`src/rtl/io_wr_arbiter.sv`:
```
// Round-robin arbiter that shares a bank of 8-bit IO output registers between two write requesters.
// Optional IO_READBACK_EN: reports a readback mismatch on the ack.
module io_wr_arbiter #(
  parameter int unsigned NUM_PORTS = 4,
  parameter int unsigned ADDR_W    = 2
) (
  input  logic                   clk,
  input  logic                   rst,
  input  logic                   req0,
  input  logic [ADDR_W-1:0]      addr0,
  input  logic [7:0]             data0,
  output logic                   ack0,
  input  logic                   req1,
  input  logic [ADDR_W-1:0]      addr1,
  input  logic [7:0]             data1,
  output logic                   ack1,
  output logic                   err,
  output logic                   busy,
  output logic [NUM_PORTS-1:0]   io_wr_en,
  output logic [7:0]             io_wdata,
  input  logic [NUM_PORTS*8-1:0] io_rdata
);

  typedef enum logic [1:0] {StIdle, StIssue, StHold, StDone} state_e;

  state_e                state_q, state_d;
  logic                  winner_q, winner_d;
  logic [ADDR_W-1:0]     addr_q, addr_d;
  logic                  err_pend_q, err_pend_d;
  logic                  last_grant_q, last_grant_d;
  logic                  ack0_q, ack0_d;
  logic                  ack1_q, ack1_d;
  logic                  busy_q, busy_d;
  logic [NUM_PORTS-1:0]  io_wr_en_q, io_wr_en_d;
  logic [7:0]            io_wdata_q, io_wdata_d;

  logic                  gnt_id;
  logic [ADDR_W-1:0]     gnt_addr;
  logic [7:0]            gnt_data;
  logic                  gnt_oor;
  logic                  rb_err;

  // On a tie the requester that did not win last time is served.
  assign gnt_id   = (req0 & req1) ? ~last_grant_q : req1;
  assign gnt_addr = gnt_id ? addr1 : addr0;
  assign gnt_data = gnt_id ? data1 : data0;
  assign gnt_oor  = {{(32 - ADDR_W){1'b0}}, gnt_addr} >= NUM_PORTS;

  always_comb begin
    state_d      = state_q;
    winner_d     = winner_q;
    addr_d       = addr_q;
    err_pend_d   = err_pend_q;
    last_grant_d = last_grant_q;
    io_wdata_d   = io_wdata_q;
    io_wr_en_d   = '0;
    unique case (state_q)
      StIdle: begin
        if (req0 | req1) begin
          winner_d   = gnt_id;
          addr_d     = gnt_addr;
          io_wdata_d = gnt_data;
          err_pend_d = gnt_oor;
          if (gnt_oor) begin
            state_d = StDone;
          end else begin
            state_d = StIssue;
            for (int i = 0; i < NUM_PORTS; i++) begin
              io_wr_en_d[i] = (gnt_addr == ADDR_W'(i));
            end
          end
        end
      end
      StIssue: state_d = StHold;
      StHold:  state_d = StDone;
      StDone: begin
        last_grant_d = winner_q;
        state_d      = StIdle;
      end
      default: state_d = StIdle;
    endcase
    ack0_d = (state_d == StDone) && !winner_d;
    ack1_d = (state_d == StDone) && winner_d;
    busy_d = (state_d != StIdle);
  end

  always_ff @(posedge clk or posedge rst) begin
    if (rst) begin
      state_q      <= StIdle;
      winner_q     <= 1'b0;
      addr_q       <= '0;
      err_pend_q   <= 1'b0;
      last_grant_q <= 1'b1;
      ack0_q       <= 1'b0;
      ack1_q       <= 1'b0;
      busy_q       <= 1'b0;
      io_wr_en_q   <= '0;
      io_wdata_q   <= '0;
    end else begin
      state_q      <= state_d;
      winner_q     <= winner_d;
      addr_q       <= addr_d;
      err_pend_q   <= err_pend_d;
      last_grant_q <= last_grant_d;
      ack0_q       <= ack0_d;
      ack1_q       <= ack1_d;
      busy_q       <= busy_d;
      io_wr_en_q   <= io_wr_en_d;
      io_wdata_q   <= io_wdata_d;
    end
  end

`ifdef IO_READBACK_EN
  logic [7:0] rb_data;

  always_comb begin
    rb_data = '0;
    for (int i = 0; i < NUM_PORTS; i++) begin
      if (addr_q == ADDR_W'(i)) rb_data = io_rdata[8*i +: 8];
    end
  end

  // The register committed at the end of HOLD, so its output is valid during DONE.
  assign rb_err = !err_pend_q && (rb_data != io_wdata_q);
`else
  logic unused_sig;
  assign unused_sig = ^{io_rdata, addr_q};
  assign rb_err     = 1'b0;
`endif

  assign ack0     = ack0_q;
  assign ack1     = ack1_q;
  assign err      = (ack0_q | ack1_q) & (err_pend_q | rb_err);
  assign busy     = busy_q;
  assign io_wr_en = io_wr_en_q;
  assign io_wdata = io_wdata_q;

endmodule

```
`config.mk`:
```
export PLATFORM = sky130hd
export DESIGN_NAME = io_wr_arbiter
export DESIGN_NICKNAME = d
export VERILOG_FILES = /design/src/rtl/io_wr_arbiter.sv
export SDC_FILE = /design/constraint.sdc
export NUM_CORES = 1
export LEC_CHECK = 0
export BUFFER_PORTS_ARGS = -buffer_cell sky130_fd_sc_hd__buf_2
export CORE_UTILIZATION = 41
export CTS_CLUSTER_SIZE = 16
export DETAILED_ROUTE_END_ITERATION = 10
export HOLD_SLACK_MARGIN = 0.12
export PLACE_DENSITY_LB_ADDON = 0.12
export SYNTH_ARGS = -nofsm -noshare
export SYNTH_HDL_FRONTEND = slang
export SYNTH_SLANG_ARGS = --single-unit
```
`constraint.sdc`:
```
create_clock -name clk -period 2.2 [get_ports clk]
set_clock_uncertainty 0.15 [all_clocks]
set_input_delay 0.22 -clock clk [delete_from_list [all_inputs] [get_ports clk]]
set_output_delay 0.22 -clock clk [all_outputs]
set_load 0.01 [all_outputs]
```
==> results of run 1 <==
[worst max-delay path: cells and delay by family, from the launching register on]
kind,cells,cell delay [ns]
flip-flops,1,0.41
AO/OA/AOI/OAI,2,0.37
adder cells (fa/ha/maj),1,0.28
buffers and inverters,2,0.67
[flip-flops by register name, indices dropped and copies added, names as in the netlist]
| name | count |
|---|---|
| ack0 | 1 |
| ack1 | 1 |
| busy | 1 |
| io_wdata | 8 |
| io_wr_en | 4 |
| last_grant_q | 1 |
| state_q | 2 |
| winner_q | 1 |
[cells by family after synthesis]
logic type / after synthesis
compound gates: 26
fa+ha+maj: 4
buf+inv: 10
flops: 19
mux: 1
other cells: 1
simple gates: 30
[metal layers]
metal  routed length (um)  track usage (%)  part of all wire, %
met1                  937             22.3                   43
met2                 1150             38.0                   52
met3                   75             3.14                  3.4
met4                   27             6.37                  1.2
met5                    0                0                    0
[worst paths after layout]
check | cells past startpoint | to | start
hold / removal | 4 | winner_q | req0
setup / recovery | 5 | io_wr_en[2] | state_q[0]
max in group asynchronous | 3 | io_wdata[1] | rst
setup reg to reg | 5 | io_wr_en[2] | state_q[0]
min in group asynchronous | 3 | io_wr_en[3] | rst
hold reg to reg | 1 | last_grant_q | winner_q
[cells in the final DEF, fill, tap and decap left out, drive strengths merged]
| cell | instances |
|---|---|
| and2 | 1 |
| dfrtp | 18 |
| nand3b | 4 |
| dfstp | 1 |
| nor3 | 3 |
| o21a | 2 |
| o21ai | 1 |
| inv | 5 |
| dlygate4sd3 | 24 |
| mux2 | 1 |
| or2 | 1 |
| nand2 | 9 |
| a21bo | 1 |
| clkbuf | 4 |
| nand3 | 2 |
| ha | 4 |
| a21boi | 1 |
| buf | 38 |
| nor2 | 10 |
| a22oi | 1 |
| a21oi | 20 |
| conb | 1 |
[through the flow]
stage	area, um^2	std cells	power, mW	setup WS [ns]	util, %
final	1350	179	1.37	0.267	67.3
after global routing	1350	179	1.49	0.125	67.3
after CTS	1340	179	1.38	0.0579	67.1
after detailed placement	1080	151	1.16	0.499	53.8
after global placement	1080	151	1.14	0.542	53.8
after floorplan	895	91	0.979	0.806	-
[area by class of cell]
class                   instances  area, um^2  area share (%)
repair buffers                 62         430            32.0
multi-input cells              62         360            26.8
inverters                       5        18.8            1.39
clock buffers                   4        26.3            1.95
flip-flops and latches         19         477            35.4
well taps                      27        33.8            2.51
[where the power goes]
part / internal (mW) / switching, mW / total (mW)
combinational: 0.271 / 0.340 / 0.612
clock: 0.0706 / 0.108 / 0.179
sequential: 0.505 / 0.0751 / 0.580
[repair_timing]
action                                 CTS  global route
setup endpoints to repair                0             1
gates resized for setup                  0             1
endpoints found under the hold margin   30             0
hold buffers                            24             0
==> results.toml, run 1 <==
[timing]
tightest_slew_ns = 0.719
finalSetupTns_ns = 0
hold_viol = 0
fmax_mhz = 517
whs_ns = 0.183
finalCritPeriodShare_pct = 87.9
rsz0062_at_grt = "no"
drv_slew = 0
finalSetupViolCount = 0
slew_headroom_pct = 52.0
fin_crit_ns = 1.93

[drt]
drt_iter0_markers = 15
vias_per_cell = 4.72
dr.pass1.iters = 4
ant_nets = 0
drc_errors = 0
vias = 844
wl_um = 2190
detail_route.wl_per_cell_um = 12.2

[worst_hold_path]
hold_class = "in -> reg"

[yosys]
ys_top_cells_by_area = "dfrtp_1 50%, a21oi_1 11%, ha_1 5.6%"
synth_edf_count = 0
ys_top_cells_by_count = "19 x a21oi_1, 18 x dfrtp_1, 10 x nor2_1, 9 x nand2_1, 5 x inv_1"
yosys.area.top_type = "dfrtp_1"
synth_cell_type_count = 23
synth.net_count = 151
async_reset_ff_share_pct = 100
syn_avg_cell_area_um2 = 9.83
yosys-mux-area-fraction_pct = 1.26
synth_top_family_by_area = "compound AO/OA/AOI/OAI gates"
synth_xor_area_share_pct = 0
yosys.area.top_type_share_pct = 50.3
synthAdderAreaFrac_pct = 5.59
yosysWarnings = 0
ys_ff_latch = 19
syn_area_um2 = 895
synth-compound-area-share_pct = 17.1
synthSimpleGateAreaFrac_pct = 15.5
synthCells = 91
yosysSeqAreaShare_pct = 53.3
synth-main-ff-cell = "dfrtp_1"
yosysMostFrequentCell = "a21oi_1"

[grt]
grt_usage_pct = 19.9
grt_start_max_net_pins = 20
antenna_found_initial = 0
grt_pass1_wl_um = 3660
grt_pass1_vias = 851
grt-ovfl-total = 0

[status]
status = "finished clean"

[pwr]
leakage_nw = 0.663
peakVddDrop_v = 0.000798
powerDensity_nw_per_um2 = 1020

[finish]
area_growth_pct = 50.5
num_antenna_cells = 0
drive_above_1_share_pct = 31.6
fillCellCount = 166
nNetsFinal = 213

[clock_tree]
cts_tree = "done"
numClockSinks = 19
htreeDepth = 1
post_cts_buffers = 0
clockBufferDepth = 2
numCtsBuffers = 3
root_buffer = "clkbuf_4"
clock_latency_ns = 0.30
clkTransAtPathRegs_ns = 0.10

[setup_path]
path_cells = "inv_1 -> ha_1 -> o21ai_2 -> a21oi_1 -> dlygate4sd3_1"
slowest_stage = "dlygate4sd3_1"
critPathKind = "reg -> reg"
cp.arrival_ns = 2.02
cp.required_ns = 2.29
cp_max_fo = 11
cp-end-kind = "flop"
rrSetupSlack_ns = 0.27
slowest_delay_ns = 0.56
start_kind = "flop"

[die]
io_pins = 72
die_w_um = 48.7
coreArea_um2 = 2000
fp.dieArea_um2 = 2370
initial_core_util_pct = 44.7
row_count = 16
fp.dieH_um = 48.7

[placed_design]
routabilityCongestion = 0.710
place.port_buffers = 38
hpwlAfterDp_um = 1290

[flow_run]
drv_cap = 0
Power figures use the tool's default switching activity.
==> inputs of run 2 (changes only) <==
--- a/config.mk
+++ b/config.mk
@@ -5,8 +5,9 @@
 export SDC_FILE = /design/constraint.sdc
 export NUM_CORES = 1
 export LEC_CHECK = 0
+export ABC_AREA = 1
 export BUFFER_PORTS_ARGS = -buffer_cell sky130_fd_sc_hd__buf_2
-export CORE_UTILIZATION = 41
+export CORE_UTILIZATION = 42
 export CTS_CLUSTER_SIZE = 16
 export DETAILED_ROUTE_END_ITERATION = 10
 export HOLD_SLACK_MARGIN = 0.12
==> run 2 against run 1 <==
Setup slack worse by 0.081 ns. Hold slack got worse by 0.031 ns. Sequential share of layout area down 1.8 points. Die area up 7.0%. Largest power group unchanged. Core utilization shrank 3.1 points. Via count rose by 13%. Power rose by 7.6%.
==> results.toml, run 2 <==
[status]
status = "finished clean"

[setup_path]
cp.required_ns = 2.29
cp.arrival_ns = 2.11
regToRegStartpoint = "state_q[0]"
critPathKind = "reg -> reg"
cp-end-kind = "flop"
timing.rr.end = "io_wr_en[1]"
start_kind = "flop"
cp_max_fo = 10
rrSetupSlack_ns = 0.19
rr_worst_depth = 7

[yosys]
synth_cell_type_count = 19
synth-compound-area-share_pct = 1.78
async_reset_ff_share_pct = 100
syn_avg_cell_area_um2 = 8.48
synthCells = 116
synth_top_family_by_area = "simple AND/OR/NAND/NOR gates"
yosys.area.top_type_share_pct = 45.8
synth_xor_area_share_pct = 0
synthAdderAreaFrac_pct = 5.09
ys_ff_latch = 19
synth-main-ff-cell = "dfrtp_1"
synthSimpleGateAreaFrac_pct = 33.6
synth_edf_count = 0
ys_top_cells_by_area = "dfrtp_1 46%, nand2_1 13%, nand3b_1 7.6%"
yosysWarnings = 0
yosysMostFrequentCell = "nand2_1"
yosys-mux-area-fraction_pct = 1.15
ys_top_cells_by_count = "34 x nand2_1, 18 x dfrtp_1, 16 x inv_1, 14 x nand3_1, 10 x nand3b_1"
syn_area_um2 = 983
yosys.area.top_type = "dfrtp_1"
synth.net_count = 176
yosysSeqAreaShare_pct = 48.5

[worst_hold_path]
hold_depth = 4
min_from = "addr1[0]"
hold_class = "in -> reg"
hold_end = "io_wr_en[3]"

[pwr]
seqPwrFrac_pct = 39.3
power_frac_clock_pct = 12.1
leakage_nw = 0.784
pwr-share-comb_pct = 48.5
peakVddDrop_v = 0.000704
intPower_mw = 0.902
switching_power_mw = 0.572
powerDensity_nw_per_um2 = 1040
p_sw_share_pct = 38.8

[clock_tree]
cts_resized = 0
htreeDepth = 1
numCtsBuffers = 3
root_buffer = "clkbuf_4"
clock_latency_ns = 0.30
numClockSinks = 19
cts_tree = "done"
clockBufferDepth = 2
clkTransAtPathRegs_ns = 0.11

[die]
coreArea_um2 = 2210
fp.dieArea_um2 = 2540
initial_core_util_pct = 44.5
die_w_um = 50.4
io_pins = 72
row_count = 17
fp.dieH_um = 50.4

[placed_design]
place_inst = 178
hpwlAfterDp_um = 1430
dp_slack_ns = 0.685
place.port_buffers = 38
routabilityCongestion = 0.670

[grt]
grt_usage_pct = 20.5
grt-ovfl-total = 0
grt_start_max_net_pins = 20
grt_pass1_wl_um = 3930
grt_pass1_vias = 953
antenna_found_initial = 0

[timing]
finalSetupViolCount = 0
whs_ns = 0.152
tightest_slew_ns = 0.703
hold_viol = 0
rsz0062_at_grt = "no"
slew_headroom_pct = 53.1
worst_slack_ns = 0.186
finalCritPeriodShare_pct = 91.6
drv_slew = 0
finalSetupTns_ns = 0
fin_crit_ns = 2.01
fmax_mhz = 496

[finish]
area_growth_pct = 44.4
final_cells = 203
drive_above_1_share_pct = 27.4
final_cell_mix = "38 x buf_2, 34 x nand2_1, 21 x dlygate4sd3_1"
num_antenna_cells = 0
largest_reg_flops = 8
final_common_cell = "buf_2"
nNetsFinal = 236
final_core_util_pct = 64.2

[drt]
detail_route.wl_per_cell_um = 10.9
vias_per_cell = 4.68
vias = 951
ant_nets = 0
drt_iter0_markers = 24
dr.pass1.iters = 4
drc_errors = 0
wl_um = 2210

[flow_run]
drv_cap = 0
## run 2: cell types whose count changed in the layout (fill, tap and decap cells not counted), moves of 2 or more
cell / change
nand3_1: +12
nand3b_1: +6
a21oi_1: -18
nor2_1: -5
nand2_1: +25
inv_1: +11
dlygate4sd3_1: -3
nand2_2: +2
nor3_1: -3
## run 2: area by class of cell
class | instances | area [um^2]
flip-flops and latches | 19 | 477
fillers | 201 | 792
repair buffers | 60 | 408
multi-input cells | 76 | 413
clock buffers | 3 | 22.5
well taps | 28 | 35.0
inverters | 16 | 60.1
clock inverters | 1 | 5.00
## run 2: how the worst max path moves through the flow
stage                     startpoint           to  slack (ns)  cells past startpoint
after floorplan           state_q[0]  io_wr_en[0]        0.89                      6
after global placement    state_q[0]  io_wdata[5]        0.68                      6
final                     state_q[0]  io_wr_en[1]        0.19                      7
after global routing      state_q[0]  io_wr_en[1]        0.03                      7
after detailed placement  state_q[0]  io_wdata[7]        0.68                      6
after CTS                 state_q[0]  io_wr_en[0]        0.18                      7
## run 2: timing repair
action / in CTS / in global routing
hold buffers: 21 / 0
endpoints found under the setup margin: 0 / 0
endpoints found under the hold margin: 30 / 0
buffers inserted: 0 / 0
## run 2: critical path, stage by stage (launching register included)
cell and delay (ns):
dfrtp_1 0.39, inv_1 0.12, ha_1 0.20, inv_1 0.12
nor2_8 0.20, nand3_1 0.09, dlygate4sd3_1 0.58, nor2_1 0.09
## run 2: power by group through the flow
stage	Sequential [mW]	Combinational, mW	Clock, mW
after floorplan	0.636	0.369	0
after global placement	0.581	0.617	0
after detailed placement	0.586	0.630	0
after CTS	0.581	0.713	0.191
after global routing	0.599	0.806	0.204
final	0.580	0.715	0.179
## run 2: cells by family after synthesis
group | after synthesis
AOI/OAI and AO/OA | 3
adders and majority gates | 4
muxes | 1
and+or+nand+nor | 67
other | 1
buffers and inverters | 21
DFF | 19
## run 2: metrics by stage
stage | area [um^2] | total power, mW
5_1_grt | 1420 | 1.61
3_3_place_gp | 1180 | 1.20
3_5_place_dp | 1180 | 1.22
6_report | 1420 | 1.47
4_1_cts | 1420 | 1.49
2_1_floorplan | 983 | 1.00
## run 2: layer usage
| layer | up-vias | GRT usage, % | part of all wire (%) | wire length [um] |
|---|---|---|---|---|
| met3 | 5 | 5.45 | 4.8 | 105 |
| li1 | 475 | - | - | - |
| met5 | - | 0 | 0 | 0 |
| met2 | 27 | 37.8 | 48 | 1070 |
| met1 | 444 | 23.0 | 46 | 1010 |
| met4 | 0 | 5.56 | 1.2 | 26 |
==> inputs of run 3 (changes only) <==
--- a/config.mk
+++ b/config.mk
@@ -7,7 +7,7 @@
 export LEC_CHECK = 0
 export ABC_AREA = 1
 export BUFFER_PORTS_ARGS = -buffer_cell sky130_fd_sc_hd__buf_2
-export CORE_UTILIZATION = 42
+export CORE_UTILIZATION = 35
 export CTS_CLUSTER_SIZE = 16
 export DETAILED_ROUTE_END_ITERATION = 10
 export HOLD_SLACK_MARGIN = 0.12
==> run 3 against run 2 <==
Clock-buffer cell count unchanged. Core utilization shrank 8.8 points. Register-to-register slack is essentially flat. Highest routed layer unchanged. Clock power about the same. Largest cell class unchanged. Setup slack worse by 0.014 ns. Critical path type unchanged. Wire length shrank 2.4%. Final cell count increased by 0.99%. Die area is 19% higher.
==> results.toml, run 3 (synthesis gave the netlist of run 2 again) <==
[flow_run]
drv_cap = 0

[drt]
wl_um = 2150
vias_per_cell = 4.52
vias = 926
dr.pass1.iters = 4
detail_route.wl_per_cell_um = 10.5
ant_nets = 0
drt_iter0_markers = 18
drc_errors = 0

[setup_path]
rr_worst_depth = 7
cp_max_fo = 10
cp-end-kind = "flop"
cp.required_ns = 2.29
cp.arrival_ns = 2.11
critPathKind = "reg -> reg"
start_kind = "flop"

[timing]
hold_viol = 0
rsz0062_at_grt = "no"
fmax_mhz = 493
worst_slack_ns = 0.172
finalSetupViolCount = 0
slew_headroom_pct = 53.6
drv_slew = 0
finalSetupTns_ns = 0
fin_crit_ns = 2.03
tightest_slew_ns = 0.695
finalCritPeriodShare_pct = 92.2
whs_ns = 0.150

[die]
row_count = 18
fp.dieH_um = 55.0
fp.dieArea_um2 = 3030
die_w_um = 55.0
initial_core_util_pct = 38.3
io_pins = 72
coreArea_um2 = 2570

[finish]
seqCellArea_um2 = 477
nNetsFinal = 236
area_growth_pct = 44.7
multi_input_comb_area_um2 = 413
post-route-cell-area_um2 = 1420
num_antenna_cells = 0
final_cell_mix = "38 x buf_2, 34 x nand2_1, 21 x dlygate4sd3_1"
final_common_cell = "buf_2"
largest_reg_flops = 8
fillCellCount = 251
drive_above_1_share_pct = 27.4
final_cells = 205
final_core_util_pct = 55.4

[grt]
grt-ovfl-total = 0
grt_usage_pct = 15.9
grt_start_max_net_pins = 20
antenna_found_initial = 0
grt_pass1_wl_um = 3310
grt_pass1_vias = 782

[pwr]
powerDensity_nw_per_um2 = 1030
power.total_mw = 1.46
intPower_mw = 0.901
seqPwrFrac_pct = 39.5
leakage_nw = 0.784
switching_power_mw = 0.557
peakVddDrop_v = 0.000576
pwr-share-comb_pct = 48.4
p_sw_share_pct = 38.2
power_frac_clock_pct = 12.2

[clock_tree]
clkTransAtPathRegs_ns = 0.11
cts_resized = 0
postCtsHoldBufs = 21
cts_tree = "done"
numCtsBuffers = 3
post_cts_buffers = 0
clockBufferDepth = 2
numClockSinks = 19
htreeDepth = 1
clock_latency_ns = 0.30
root_buffer = "clkbuf_4"

[worst_hold_path]
hold_depth = 4
hold_class = "in -> reg"

[placed_design]
place.port_buffers = 38
place_inst = 180
placed_area_um2 = 1180
hpwlAfterDp_um = 1420
routabilityCongestion = 0.708
dp_slack_ns = 0.680

[status]
status = "finished clean"
run 3: layout make-up:
cell class	instances	area share [%]
clock buffer	3	1.58
clock inverter	1	0.352
inverter	16	4.22
multi-input combinational	76	29.0
sequential	19	33.5
tap	30	2.64
timing repair buffer	60	28.7
run 3: worst paths after layout:
kind	slack, ns	startpoint	end
max	0.17	state_q[0]	io_wr_en[0]
max reg2reg	0.17	state_q[0]	io_wr_en[0]
min reg2reg	0.34	io_wdata[6]	io_wdata[6]
min in group asynchronous	0.41	rst	io_wr_en[0]
min	0.15	addr1[0]	io_wr_en[3]
max in group asynchronous	1.05	rst	io_wdata[1]
run 3: per-layer routing:
| layer | global-route usage [%] | wire, um | vias up |
|---|---|---|---|
| met3 | 6.01 | 124 | 2 |
| met4 | 3.75 | 13 | 0 |
| met1 | 19.9 | 1030 | 418 |
| li1 | - | - | 476 |
| met5 | 0 | 0 | - |
| met2 | 25.9 | 988 | 30 |
run 3: critical path: stages, from the launching register on:
cell           delay (ns)
dfrtp_1              0.40
inv_1                0.12
ha_1                 0.20
inv_1                0.12
nor2_8               0.20
nand3_1              0.09
dlygate4sd3_1        0.58
nor2_1               0.10
run 3: power groups by stage:
| stage | Combinational, mW | Sequential, mW | Clock (mW) |
|---|---|---|---|
| final | 0.706 | 0.576 | 0.177 |
| after global routing | 0.810 | 0.598 | 0.201 |
| after CTS | 0.714 | 0.577 | 0.183 |
| after detailed placement | 0.630 | 0.581 | 0 |
| after global placement | 0.620 | 0.580 | 0 |
| after floorplan | 0.369 | 0.636 | 0 |
